<file path="config.mk">
export PLATFORM = sky130hd
export DESIGN_NAME = seq_divider_32by16_flat
export DESIGN_NICKNAME = d
export VERILOG_FILES = /design/src/rtl/div_pkg.sv /design/src/rtl/seq_divider_32by16_if.sv /design/src/rtl/div_step.sv /design/src/rtl/seq_divider_32by16.sv /design/src/flat_wrapper.sv
export SDC_FILE = /design/constraint.sdc
export NUM_CORES = 1
export LEC_CHECK = 0
export ABC_AREA = 1
export BUFFER_PORTS_ARGS = -buffer_cell sky130_fd_sc_hd__clkbuf_2
export CORE_ASPECT_RATIO = 1.25
export CORE_MARGIN = 2
export CORE_UTILIZATION = 45
export DETAILED_ROUTE_END_ITERATION = 6
export PLACE_DENSITY_LB_ADDON = 0.15
export SLEW_MARGIN = 20
export SYNTH_ARGS = -nofsm -noshare
export SYNTH_HDL_FRONTEND = slang
export SYNTH_SLANG_ARGS = --single-unit
</file>
<file path="constraint.sdc">
create_clock -name clk -period 4.05 [get_ports clk]
set_input_delay 0.6075 -clock clk [delete_from_list [all_inputs] [get_ports clk]]
set_output_delay 0.6075 -clock clk [all_outputs]
set_load 0.05 [all_outputs]
</file>
<file path="src/rtl/div_pkg.sv">
// Shared types and constants for the sequential restoring divider.
package div_pkg;
  localparam int DEF_WIDTH = 16;
  localparam logic [DEF_WIDTH-1:0] SAT_Q = '1;

  typedef enum logic [1:0] {
    IDLE = 2'd0,
    CALC = 2'd1,
    DONE = 2'd2
  } div_state_t;
endpackage

</file>
<file path="src/rtl/seq_divider_32by16_if.sv">
// Start/busy/done handshake and operand/result bus of the divider.
interface seq_divider_32by16_if #(parameter int WIDTH = div_pkg::DEF_WIDTH);
  logic               start;
  logic [2*WIDTH-1:0] dividend;
  logic [WIDTH-1:0]   divisor;
  logic               busy;
  logic               done;
  logic [WIDTH-1:0]   quotient;
  logic [WIDTH-1:0]   remainder;
  logic               dbz;
  logic               ovf;

  modport master (
    output start, dividend, divisor,
    input  busy, done, quotient, remainder, dbz, ovf
  );

  modport slave (
    input  start, dividend, divisor,
    output busy, done, quotient, remainder, dbz, ovf
  );
endinterface

</file>
<file path="src/rtl/div_step.sv">
// One restoring-division iteration: shift in the next dividend bit, trial subtract.
module div_step #(parameter int WIDTH = 16) (
  input  logic [WIDTH-1:0] r,
  input  logic             qmsb,
  input  logic [WIDTH-1:0] d,
  output logic [WIDTH-1:0] r_nxt,
  output logic             qbit
);
  logic [WIDTH:0]   t;
  logic [WIDTH-1:0] diff;

  assign t    = {r, qmsb};
  assign qbit = (t >= {1'b0, d});
  // When qbit is set the true difference is < d, so the low WIDTH bits are exact.
  assign diff  = t[WIDTH-1:0] - d;
  assign r_nxt = qbit ? diff : t[WIDTH-1:0];
endmodule

</file>
<file path="src/rtl/seq_divider_32by16.sv">
// 2W/W iterative restoring divider, one quotient bit per clock, with dbz/ovf traps.
module seq_divider_32by16
  import div_pkg::*;
#(
  parameter int WIDTH = DEF_WIDTH,
  localparam int CNT_W = $clog2(WIDTH) + 1
) (
  input logic               clk,
  input logic               rst,
  seq_divider_32by16_if.slave bus
);
  div_state_t       state;
  logic [CNT_W-1:0] cnt;
  // Partial remainder stays below the divisor, so its extra top bit is always zero.
  logic [WIDTH-1:0] r;
  logic [WIDTH-1:0] q;
  logic [WIDTH-1:0] dvs;
  logic             busy_q, done_q, dbz_q, ovf_q;
  logic [WIDTH-1:0] quo_q, rem_q;

  logic [WIDTH-1:0] r_nxt;
  logic             qbit;
  logic [WIDTH-1:0] hi, lo;

  assign hi = bus.dividend[2*WIDTH-1:WIDTH];
  assign lo = bus.dividend[WIDTH-1:0];

  div_step #(.WIDTH(WIDTH)) u_step (
    .r    (r),
    .qmsb (q[WIDTH-1]),
    .d    (dvs),
    .r_nxt(r_nxt),
    .qbit (qbit)
  );

  always_ff @(posedge clk or posedge rst) begin
    if (rst) begin
      state  <= IDLE;
      cnt    <= '0;
      r      <= '0;
      q      <= '0;
      dvs    <= '0;
      busy_q <= 1'b0;
      done_q <= 1'b0;
      dbz_q  <= 1'b0;
      ovf_q  <= 1'b0;
      quo_q  <= '0;
      rem_q  <= '0;
    end else begin
      case (state)
        IDLE: begin
          if (bus.start) begin
            dvs   <= bus.divisor;
            r     <= hi;
            q     <= lo;
            cnt   <= '0;
            dbz_q <= 1'b0;
            ovf_q <= 1'b0;
            if (bus.divisor == '0) begin
              dbz_q  <= 1'b1;
              quo_q  <= WIDTH'(SAT_Q);
              rem_q  <= lo;
              done_q <= 1'b1;
              state  <= DONE;
            end else if (hi >= bus.divisor) begin
              ovf_q  <= 1'b1;
              quo_q  <= WIDTH'(SAT_Q);
              rem_q  <= '0;
              done_q <= 1'b1;
              state  <= DONE;
            end else begin
              busy_q <= 1'b1;
              state  <= CALC;
            end
          end
        end
        CALC: begin
          r   <= r_nxt;
          q   <= {q[WIDTH-2:0], qbit};
          cnt <= cnt + 1'b1;
          // Results publish only on the final iteration.
          if (cnt == CNT_W'(WIDTH - 1)) begin
            quo_q  <= {q[WIDTH-2:0], qbit};
            rem_q  <= r_nxt;
            busy_q <= 1'b0;
            done_q <= 1'b1;
            state  <= DONE;
          end
        end
        DONE: begin
          done_q <= 1'b0;
          state  <= IDLE;
        end
        default: state <= IDLE;
      endcase
    end
  end

  assign bus.busy      = busy_q;
  assign bus.done      = done_q;
  assign bus.dbz       = dbz_q;
  assign bus.ovf       = ovf_q;
  assign bus.quotient  = quo_q;
  assign bus.remainder = rem_q;
endmodule

</file>
<file path="src/flat_wrapper.sv">
// flat-port wrapper written by rule: the top's interface ports become plain ports
module seq_divider_32by16_flat import div_pkg::*;
#(
  parameter int WIDTH = DEF_WIDTH,
  localparam int CNT_W = $clog2(WIDTH) + 1
)
  (clk, rst, bus_start, bus_dividend, bus_divisor, bus_busy, bus_done, bus_quotient, bus_remainder, bus_dbz, bus_ovf);
  seq_divider_32by16_if #(.WIDTH(WIDTH)) bus_i ();
  input logic clk;
  input logic rst;
  input wire logic [$bits(bus_i.start)-1:0] bus_start;
  input wire logic [$bits(bus_i.dividend)-1:0] bus_dividend;
  input wire logic [$bits(bus_i.divisor)-1:0] bus_divisor;
  output wire logic [$bits(bus_i.busy)-1:0] bus_busy;
  output wire logic [$bits(bus_i.done)-1:0] bus_done;
  output wire logic [$bits(bus_i.quotient)-1:0] bus_quotient;
  output wire logic [$bits(bus_i.remainder)-1:0] bus_remainder;
  output wire logic [$bits(bus_i.dbz)-1:0] bus_dbz;
  output wire logic [$bits(bus_i.ovf)-1:0] bus_ovf;
  assign bus_i.start = bus_start;
  assign bus_i.dividend = bus_dividend;
  assign bus_i.divisor = bus_divisor;
  assign bus_busy = bus_i.busy;
  assign bus_done = bus_i.done;
  assign bus_quotient = bus_i.quotient;
  assign bus_remainder = bus_i.remainder;
  assign bus_dbz = bus_i.dbz;
  assign bus_ovf = bus_i.ovf;
  seq_divider_32by16 #(.WIDTH(WIDTH)) u_core (.clk(clk), .rst(rst), .bus(bus_i));
endmodule
</file>
==> results.json, run 1 <==
{
  "antenna_left": 0,
  "timing.fmax_mhz": 373,
  "htree_num_levels": 3,
  "overflow": 0,
  "cts-root-buf": "clkbuf_16",
  "leakagePower_nw": 3.81,
  "yosysUniqueCellTypes": 37,
  "slew_viol_final": 0,
  "switching_share_pct": 53.5,
  "setup_viol": 0,
  "path_max_fanout": 18,
  "hold_class": "in -> async",
  "yosysSeqAreaShare_pct": 37.9,
  "async_flop_share_pct": 100,
  "finClkSkew_ns": 0.00878,
  "syn2layout_area_growth_pct": 14.1,
  "avgViaCountPerCell": 5.07,
  "avgSynthCellArea_um2": 7.10,
  "num-fill-cells": 1324,
  "seqPwrFrac_pct": 23.5,
  "cellPowerDensity_nw_per_um2": 991,
  "critPathArrivalTime_ns": 2.92,
  "synth_edf_count": 0,
  "grt_max_degree": 56,
  "comb_power_share_pct": 62.9,
  "hold_viol": 0,
  "slew_headroom_pct": 43.1,
  "grtUsageMet3_pct": 2.98,
  "path_clk_slew_ns": 0.07,
  "critPathCaptureType": "register",
  "drt-total-wl_um": 17000,
  "clockPowerShare_pct": 13.6,
  "core.rowCount": 47,
  "postCtsResizedCells": 0,
  "worstMarginPinSlew_ns": 0.853,
  "vias": 5553,
  "period_share_pct": 66.1,
  "crit_type": "reg -> reg",
  "hold_slack_ns": 0.319,
  "maxCapViolations": 0,
  "layout.nets": 1005,
  "grt.met1_usage_pct": 32.5,
  "place_ws_ns": 1.18,
  "cts_sinks": 91,
  "initial_utilization_pct": 45.8,
  "grt_busiest_layer": "met2",
  "firstDrtPassIters": 5,
  "timing.final.ws_setup_ns": 1.37,
  "p_sw_w": 0.00364,
  "grt_first_pass_wirelength_um": 27900,
  "cts_setup_buffers": 0,
  "synth_cells": 846,
  "power.internal_w": 0.00316,
  "die_x_um": 107,
  "dp_hpwl_um": 12800,
  "cts_buffers": 9,
  "rsz0062_at_grt": "no",
  "route.detailed.drc": 0,
  "cp.required_ns": 4.29,
  "antenna_cells": 0,
  "cts_tree": "built",
  "syn_area_um2": 6010,
  "antenna_found_initial": 0,
  "io_buffers": 86,
  "die_y_um": 133,
  "synthFlopType": "dfrtp_1",
  "ir_drop_mv": 0.482,
  "core-area_um2": 13100,
  "status": "completed",
  "min_period_ns": 2.68,
  "track_usage_pct": 25.2,
  "die_area_um2": 14300,
  "start_kind": "register",
  "gp_congestion": 0.886,
  "io_pins": 87,
  "grt_pass1_vias": 5523,
  "insertion_delay_ns": 0.35,
  "grt_use_met2_pct": 42.5,
  "setup_tns_ns": 0,
  "postCtsHoldBufs": 0,
  "drt_iter0_drc": 375,
  "synthesis.nets": 932,
  "ys_ff_latch": 91,
  "wire_per_inst_um": 15.5,
  "drive_gt1_share_pct": 16.7,
  "clockBufferDepth": 2,
  "yosysWarnings": 0
}
## per-stage QoR
step	instances	total power (W)	area [um2]	util, %
detailed placement	1079	0.00587	6540	49.8
CTS	1095	0.00681	6860	52.3
finish	1095	0.00680	6860	52.3
global route	1095	0.00741	6860	52.3
global placement	1079	0.00586	6540	49.8
floorplan	846	0.00489	6010	-
## flip-flops by register name, indices dropped and copies added (netlist names)
name                  cells
u_core.bus.busy           1
u_core.bus.dbz            1
u_core.bus.done           1
u_core.bus.ovf            1
u_core.bus.quotient      16
u_core.bus.remainder     16
u_core.cnt                5
u_core.dvs               16
u_core.q                 16
u_core.r                 16
u_core.state              2
## layout by cell type (no fill, tap or decap), drive strengths merged
| cell type | count |
|---|---|
| a22o | 2 |
| clkbuf | 97 |
| nand3b | 1 |
| nand2 | 292 |
| nor2 | 43 |
| or2 | 18 |
| clkinv | 1 |
| dfrtp | 91 |
| nor3 | 4 |
| ha | 34 |
| bufinv | 2 |
| o22ai | 2 |
| o21ai | 65 |
| a21o | 2 |
| and2 | 3 |
| xor2 | 8 |
| inv | 125 |
| a21oi | 16 |
| a22oi | 1 |
| o211ai | 1 |
| fa | 1 |
| buf | 6 |
| nand3 | 80 |
| clkinvlp | 2 |
| nand4 | 27 |
## cell type report
type / instances / area [um2] / area share, %
clock inverters: 5 / 86.3 / 1.26
inverters: 125 / 470 / 6.86
well taps: 171 / 214 / 3.12
multi-input cells: 600 / 3100 / 45.2
repair buffers: 92 / 475 / 6.94
flip-flops and latches: 91 / 2280 / 33.2
clock buffers: 11 / 233 / 3.39
## final timing paths
path                                             start                                  end  slack (ns)  cells after the start
min in group clk           u_core.bus.done$_DFFE_PP0P_          u_core.bus.done$_DFFE_PP0P_        0.47                      2
max in group asynchronous                          rst              u_core.r[1]$_DFFE_PP0P_        2.85                      3
hold / removal                                     rst  u_core.bus.quotient[13]$_DFFE_PP0P_        0.32                      2
setup reg to reg              u_core.r[10]$_DFFE_PP0P_  u_core.bus.remainder[5]$_DFFE_PP0P_        1.37                     13
setup / recovery              u_core.r[10]$_DFFE_PP0P_  u_core.bus.remainder[5]$_DFFE_PP0P_        1.37                     13
hold reg to reg            u_core.bus.done$_DFFE_PP0P_          u_core.bus.done$_DFFE_PP0P_        0.47                      2
## worst max-delay path: stages, from the launching register on
cell and delay (ns):
dfrtp_1 0.43, ha_1 0.36, nand2_1 0.16, inv_1 0.06, nand2_1 0.06, nand2_1 0.07
nand2_1 0.07, nand2_1 0.08, nor2_4 0.47, nand2_4 0.28, nand3_1 0.18, nand3_1 0.18
nand2_1 0.11, nand2_1 0.05
## power by group through the flow
stage | Combinational [W] | Clock (W) | Sequential [W]
global route | 0.00480 | 0.000972 | 0.00164
floorplan | 0.00286 | 0 | 0.00203
finish | 0.00427 | 0.000926 | 0.00160
CTS | 0.00428 | 0.000935 | 0.00160
detailed placement | 0.00426 | 0 | 0.00161
global placement | 0.00425 | 0 | 0.00161
## Yosys cell counts, types with 2 or more instances
master	instances	share of area (%)
inv_1	119	7.4
nand2_1	289	18
a22o_1	2	0.29
inv_2	6	0.37
buf_1	4	0.25
xor2_1	8	1.2
o21ai_0	65	5.4
nor2_2	3	0.31
or2_2	17	1.8
nor2_1	36	2.3
buf_4	4	0.50
a21oi_1	15	1.2
o22ai_1	2	0.21
nand3_2	10	1.7
ha_1	34	7.1
buf_2	7	0.58
nand4_1	27	2.8
nor3_1	2	0.17
nand2_2	2	0.21
a21o_1	2	0.25
and2_1	3	0.31
clkbuf_1	13	0.81
nor2_4	4	0.75
nand3_1	69	5.7
dfrtp_1	91	38
## cells by family (layout without fill, tap and decap cells)
| group | Yosys count | after routing | synth area share (%) |
|---|---|---|---|
| xor+xnor | 8 | 8 | 1.17 |
| buf+inv | 155 | 233 | 10.5 |
| fa+ha+maj | 35 | 35 | 7.42 |
| compound gates | 89 | 89 | 7.81 |
| flops | 91 | 91 | 37.9 |
| simple gates | 468 | 468 | 35.2 |
## per-layer routing
metal	vias to the layer above	wire length, um
met4	0	601
li1	2826	-
met2	132	8380
met1	2562	7400
met5	-	0
met3	33	604
Power figures use the tool's default switching activity.
==> run 2: changes to the inputs <==
Clock period 4.05 ns to 2.7 ns, I/O delays scaled along.
==> run 2 against run 1 <==
- hold slack worse by 0.041 ns
- maximum frequency is 11% higher
- sequential share of layout area is 0.35 points lower
- global-route usage is 0.37 points lower
- register-to-register slack worse by 1.1 ns
- critical path depth is 2 lower
==> results.json, run 2 (synthesis gave the netlist of run 1 again) <==
{
  "antenna_found_initial": 0,
  "path_buf_inv": 4,
  "drt_iter0_drc": 381,
  "ff2ff_setup_slack_ns": 0.30,
  "io_pins": 87,
  "crit_type": "reg -> reg",
  "die_y_um": 133,
  "switching_share_pct": 53.6,
  "ir_drop_mv": 0.712,
  "hold_class": "in -> reg",
  "route.met3.wl_um": 699,
  "maxCapViolations": 0,
  "syn2layout_area_growth_pct": 15.4,
  "timing.fmax_mhz": 416,
  "drive_gt1_share_pct": 17.5,
  "critPathCaptureType": "register",
  "finClkSkew_ns": 0.00804,
  "fin_area_um2": 6930,
  "grt_first_pass_wirelength_um": 27600,
  "layout.nets": 1013,
  "slowest_delay_ns": 0.62,
  "cts-root-buf": "clkbuf_16",
  "grt_max_degree": 59,
  "register_area_um2": 2280,
  "die_area_um2": 14300,
  "cp_top_family": "simple AND/OR/NAND/NOR gates",
  "crit_slowest_cell": "nor2_4",
  "p_sw_w": 0.00547,
  "post_dp_cell_area_um2": 6620,
  "final_common_cell": "nand2_1",
  "crit_chain": "nor2_2 -> inv_2 -> nor2_4 -> inv_2 -> nand2_2 -> inv_2 -> nor2_2 -> inv_2 -> nor2_4 -> nand2_1 -> nand2_1",
  "wire_per_inst_um": 15.2,
  "drt-total-wl_um": 16800,
  "htree_num_levels": 3,
  "met2_wirelength_um": 8340,
  "cts_sinks": 91,
  "clockPowerShare_pct": 12.9,
  "power.internal_w": 0.00474,
  "io_buffers": 86,
  "worst-path-stages": 11,
  "die_x_um": 107,
  "setup_viol": 0,
  "slew_viol_final": 0,
  "period_share_pct": 89.1,
  "ff2ff_path_depth": 11,
  "status": "completed",
  "antenna_cells": 0,
  "layout_common_cells": "nand2_1, inv_1, dfrtp_1",
  "firstDrtPassIters": 5,
  "worstMarginPinSlew_ns": 0.792,
  "cp-startpoint": "u_core.state[0]$_DFFE_PP0P_",
  "avgViaCountPerCell": 5.07,
  "insertion_delay_ns": 0.35,
  "postCtsResizedCells": 0,
  "path_max_fanout": 33,
  "start_kind": "register",
  "crit_end": "u_core.bus.quotient[10]$_DFFE_PP0P_",
  "gp_congestion": 0.880,
  "utilization_pct": 52.8,
  "cts_tree": "built",
  "core-area_um2": 13100,
  "num-fill-cells": 1357,
  "hold_viol": 0,
  "seqPwrFrac_pct": 23.4,
  "dp_hpwl_um": 12800,
  "critPathArrivalTime_ns": 2.69,
  "cp.required_ns": 2.99,
  "r2r_end": "u_core.bus.quotient[10]$_DFFE_PP0P_",
  "highest_layer": "met4",
  "multi_input_area_um2": 3100,
  "grt_pass1_vias": 5437,
  "route.detailed.drc": 0,
  "slew_headroom_pct": 47.1,
  "initial_utilization_pct": 45.8,
  "cts_setup_buffers": 0,
  "cellPowerDensity_nw_per_um2": 1470,
  "postCtsHoldBufs": 1,
  "track_usage_pct": 24.8,
  "crit_top_cell": "inv_2",
  "vias": 5593,
  "core.rowCount": 47,
  "overflow": 0,
  "drt-met1-wl_um": 7330,
  "leakagePower_nw": 3.85,
  "cts_buffers": 9,
  "antenna_left": 0,
  "min_period_ns": 2.40,
  "clockBufferDepth": 2,
  "rsz0062_at_grt": "no",
  "r2r-start": "u_core.state[0]$_DFFE_PP0P_",
  "comb_power_share_pct": 63.7,
  "setup_tns_ns": 0,
  "path_clk_slew_ns": 0.07
}
-- run 2: tightest hold or removal path, stage by stage --
cell and delay [ns]:
clkbuf_2 0.09, nand2_1 0.04, o21ai_0 0.05
-- run 2: through the flow --
step                      instances  hold slack (ns)  setup slack, ns  total power (W)
after global routing           1103            0.301           0.0432           0.0111
after global placement         1086            0.338            0.144          0.00885
after detailed placement       1086            0.340            0.133          0.00888
after CTS                      1103            0.275            0.302           0.0102
final                          1103            0.278            0.296           0.0102
after floorplan                 846            0.443            0.790          0.00734
-- run 2: layout make-up --
type / instances / share of cell area (%)
clock buffers: 10 / 3.45
clock inverters: 6 / 0.921
inverters: 125 / 6.83
multi-input cells: 600 / 44.7
flip-flops and latches: 91 / 32.9
well taps: 171 / 3.09
repair buffers: 100 / 8.13
-- run 2: worst min-delay path by stage --
stage / from / end / slack, ns / cells after the start
finish: bus_divisor[13] / u_core.dvs[13]$_DFFE_PP0P_ / 0.28 / 3
global route: bus_divisor[13] / u_core.dvs[13]$_DFFE_PP0P_ / 0.30 / 3
CTS: bus_divisor[13] / u_core.dvs[13]$_DFFE_PP0P_ / 0.28 / 3
detailed placement: rst / u_core.bus.quotient[9]$_DFFE_PP0P_ / 0.34 / 2
global placement: rst / u_core.bus.quotient[9]$_DFFE_PP0P_ / 0.34 / 2
floorplan: u_core.q[9]$_DFFE_PP0P_ / u_core.q[9]$_DFFE_PP0P_ / 0.44 / 2
-- run 2: power groups by stage --
stage	Sequential, W	Clock [W]	Combinational [W]
4_1_cts	0.00238	0.00134	0.00652
2_1_floorplan	0.00305	0	0.00429
3_3_place_gp	0.00240	0	0.00645
5_1_grt	0.00245	0.00138	0.00732
3_5_place_dp	0.00241	0	0.00648
6_report	0.00239	0.00132	0.00650
-- run 2: routing by layer --
layer / track usage (%) / up-vias
met2: 42.3 / 131
met5: 0 / -
met3: 3.18 / 21
met1: 32.1 / 2602
li1: - / 2839
met4: 8.90 / 0
==> run 3: changes to the inputs <==
Settings changed: CELL_PAD_IN_SITES_DETAIL_PLACEMENT set to 0, CELL_PAD_IN_SITES_GLOBAL_PLACEMENT set to 1, CORE_UTILIZATION 45 to 42.
==> run 3 against run 2 <==
- worst setup slack better by 0.037 ns
- via count grew 0.75%
- clock-buffer cell count up 1
- maximum frequency is 1.6% higher
- register-to-register slack gained 0.04 ns
- sequential share of layout area about the same
- total power rose by 0.73%
==> results.json, run 3 (synthesis gave the netlist of run 1 again) <==
{
  "drt-total-wl_um": 17400,
  "antenna_left": 0,
  "route.detailed.drc": 0,
  "vias": 5635,
  "worstMarginPinSlew_ns": 0.617,
  "overflow": 0,
  "grt_max_degree": 54,
  "slew_headroom_pct": 58.9,
  "htree_num_levels": 3,
  "die_x_um": 111,
  "crit_type": "reg -> reg",
  "cts_setup_buffers": 0,
  "grtUsageMet3_pct": 3.04,
  "period_share_pct": 87.7,
  "cts-root-buf": "clkbuf_16",
  "path_max_fanout": 13,
  "grt_busiest_layer": "met2",
  "rsz0062_at_grt": "no",
  "die_area_um2": 15300,
  "status": "completed",
  "cp.required_ns": 2.95,
  "fin_area_um2": 6940,
  "clockBufferDepth": 2,
  "io_buffers": 86,
  "post_dp_cell_area_um2": 6620,
  "register_area_um2": 2280,
  "final_common_cell": "nand2_1",
  "grt_use_met2_pct": 41.3,
  "track_usage_pct": 23.6,
  "r2r-start": "u_core.r[9]$_DFFE_PP0P_",
  "die_y_um": 138,
  "cellPowerDensity_nw_per_um2": 1480,
  "ff2ff_setup_slack_ns": 0.33,
  "timing.fmax_mhz": 422,
  "antenna_found_initial": 0,
  "layout.nets": 1012,
  "grt_first_pass_wirelength_um": 28200,
  "postCtsHoldBufs": 0,
  "gp_congestion": 0.898,
  "slew_viol_final": 0,
  "core.rowCount": 48,
  "min_period_ns": 2.37,
  "insertion_delay_ns": 0.35,
  "hold_class": "in -> async",
  "grt_pass1_vias": 5621,
  "finClkSkew_ns": 0.0171,
  "critPathCaptureType": "register",
  "drt_iter0_drc": 370,
  "avgViaCountPerCell": 5.09,
  "ir_drop_mv": 0.638,
  "antenna_cells": 0,
  "critPathArrivalTime_ns": 2.61,
  "cts_tree": "built",
  "postCtsResizedCells": 0,
  "core-area_um2": 13900,
  "dp_hpwl_um": 13600,
  "leakagePower_nw": 3.85,
  "grt.met1_usage_pct": 28.8,
  "initial_utilization_pct": 43.3,
  "drive_gt1_share_pct": 17.3,
  "path_clk_slew_ns": 0.07,
  "multi_input_area_um2": 3100,
  "firstDrtPassIters": 5,
  "hold_viol": 0,
  "wire_per_inst_um": 15.8,
  "syn2layout_area_growth_pct": 15.5,
  "layout_common_cells": "nand2_1, inv_1, dfrtp_1",
  "cp-startpoint": "u_core.r[9]$_DFFE_PP0P_",
  "setup_viol": 0,
  "hold_slack_ns": 0.115,
  "cts_buffers": 9,
  "cts_sinks": 91,
  "start_kind": "register",
  "setup_tns_ns": 0,
  "num-fill-cells": 1421,
  "maxCapViolations": 0,
  "io_pins": 87
}
run 3: power breakdown:
group          switching [W]  internal (W)
sequential          0.000378       0.00201
clock               0.000553      0.000818
combinational        0.00454       0.00199
total                0.00547       0.00481
run 3: critical path, stage by stage (launching register included):
cell	delay, ns
dfrtp_1	0.42
ha_1	0.41
nand2_1	0.15
nor2_2	0.16
nand3_1	0.15
nor3_2	0.20
nor2_4	0.09
buf_4	0.21
nand4_1	0.12
nand3_1	0.19
nand2_1	0.11
nand2_1	0.05
run 3: final cells by class:
| class | instances | area share [%] |
|---|---|---|
| multi-input combinational | 600 | 44.7 |
| sequential | 91 | 32.8 |
| timing repair buffer | 99 | 7.97 |
| inverter | 125 | 6.82 |
| clock buffer | 11 | 3.35 |
| tap | 175 | 3.16 |
| clock inverter | 5 | 1.23 |
run 3: layer usage:
layer	vias up	routed length [um]
met3	37	689
met4	0	618
met1	2619	7500
li1	2839	-
met2	140	8620
met5	-	0
run 3: worst paths after layout:
path,endpoint,cells past startpoint
setup / recovery,u_core.bus.remainder[5]$_DFFE_PP0P_,11
min in group clk,u_core.dvs[10]$_DFFE_PP0P_,3
hold / removal,u_core.bus.quotient[12]$_DFFE_PP0P_,2
setup reg to reg,u_core.bus.remainder[5]$_DFFE_PP0P_,11
max in group asynchronous,u_core.state[1]$_DFFE_PP0P_,3
hold reg to reg,u_core.q[9]$_DFFE_PP0P_,2
run 3: metrics by stage:
step                util, %  worst slack (ns)  power [W]  instances
finish                 50.0             0.333     0.0103       1106
CTS                    50.0             0.332     0.0103       1106
floorplan                 -             0.790    0.00734        846
detailed placement     47.7             0.149    0.00894       1090
global route           50.0             0.162     0.0112       1106
global placement       47.7             0.176    0.00888       1090
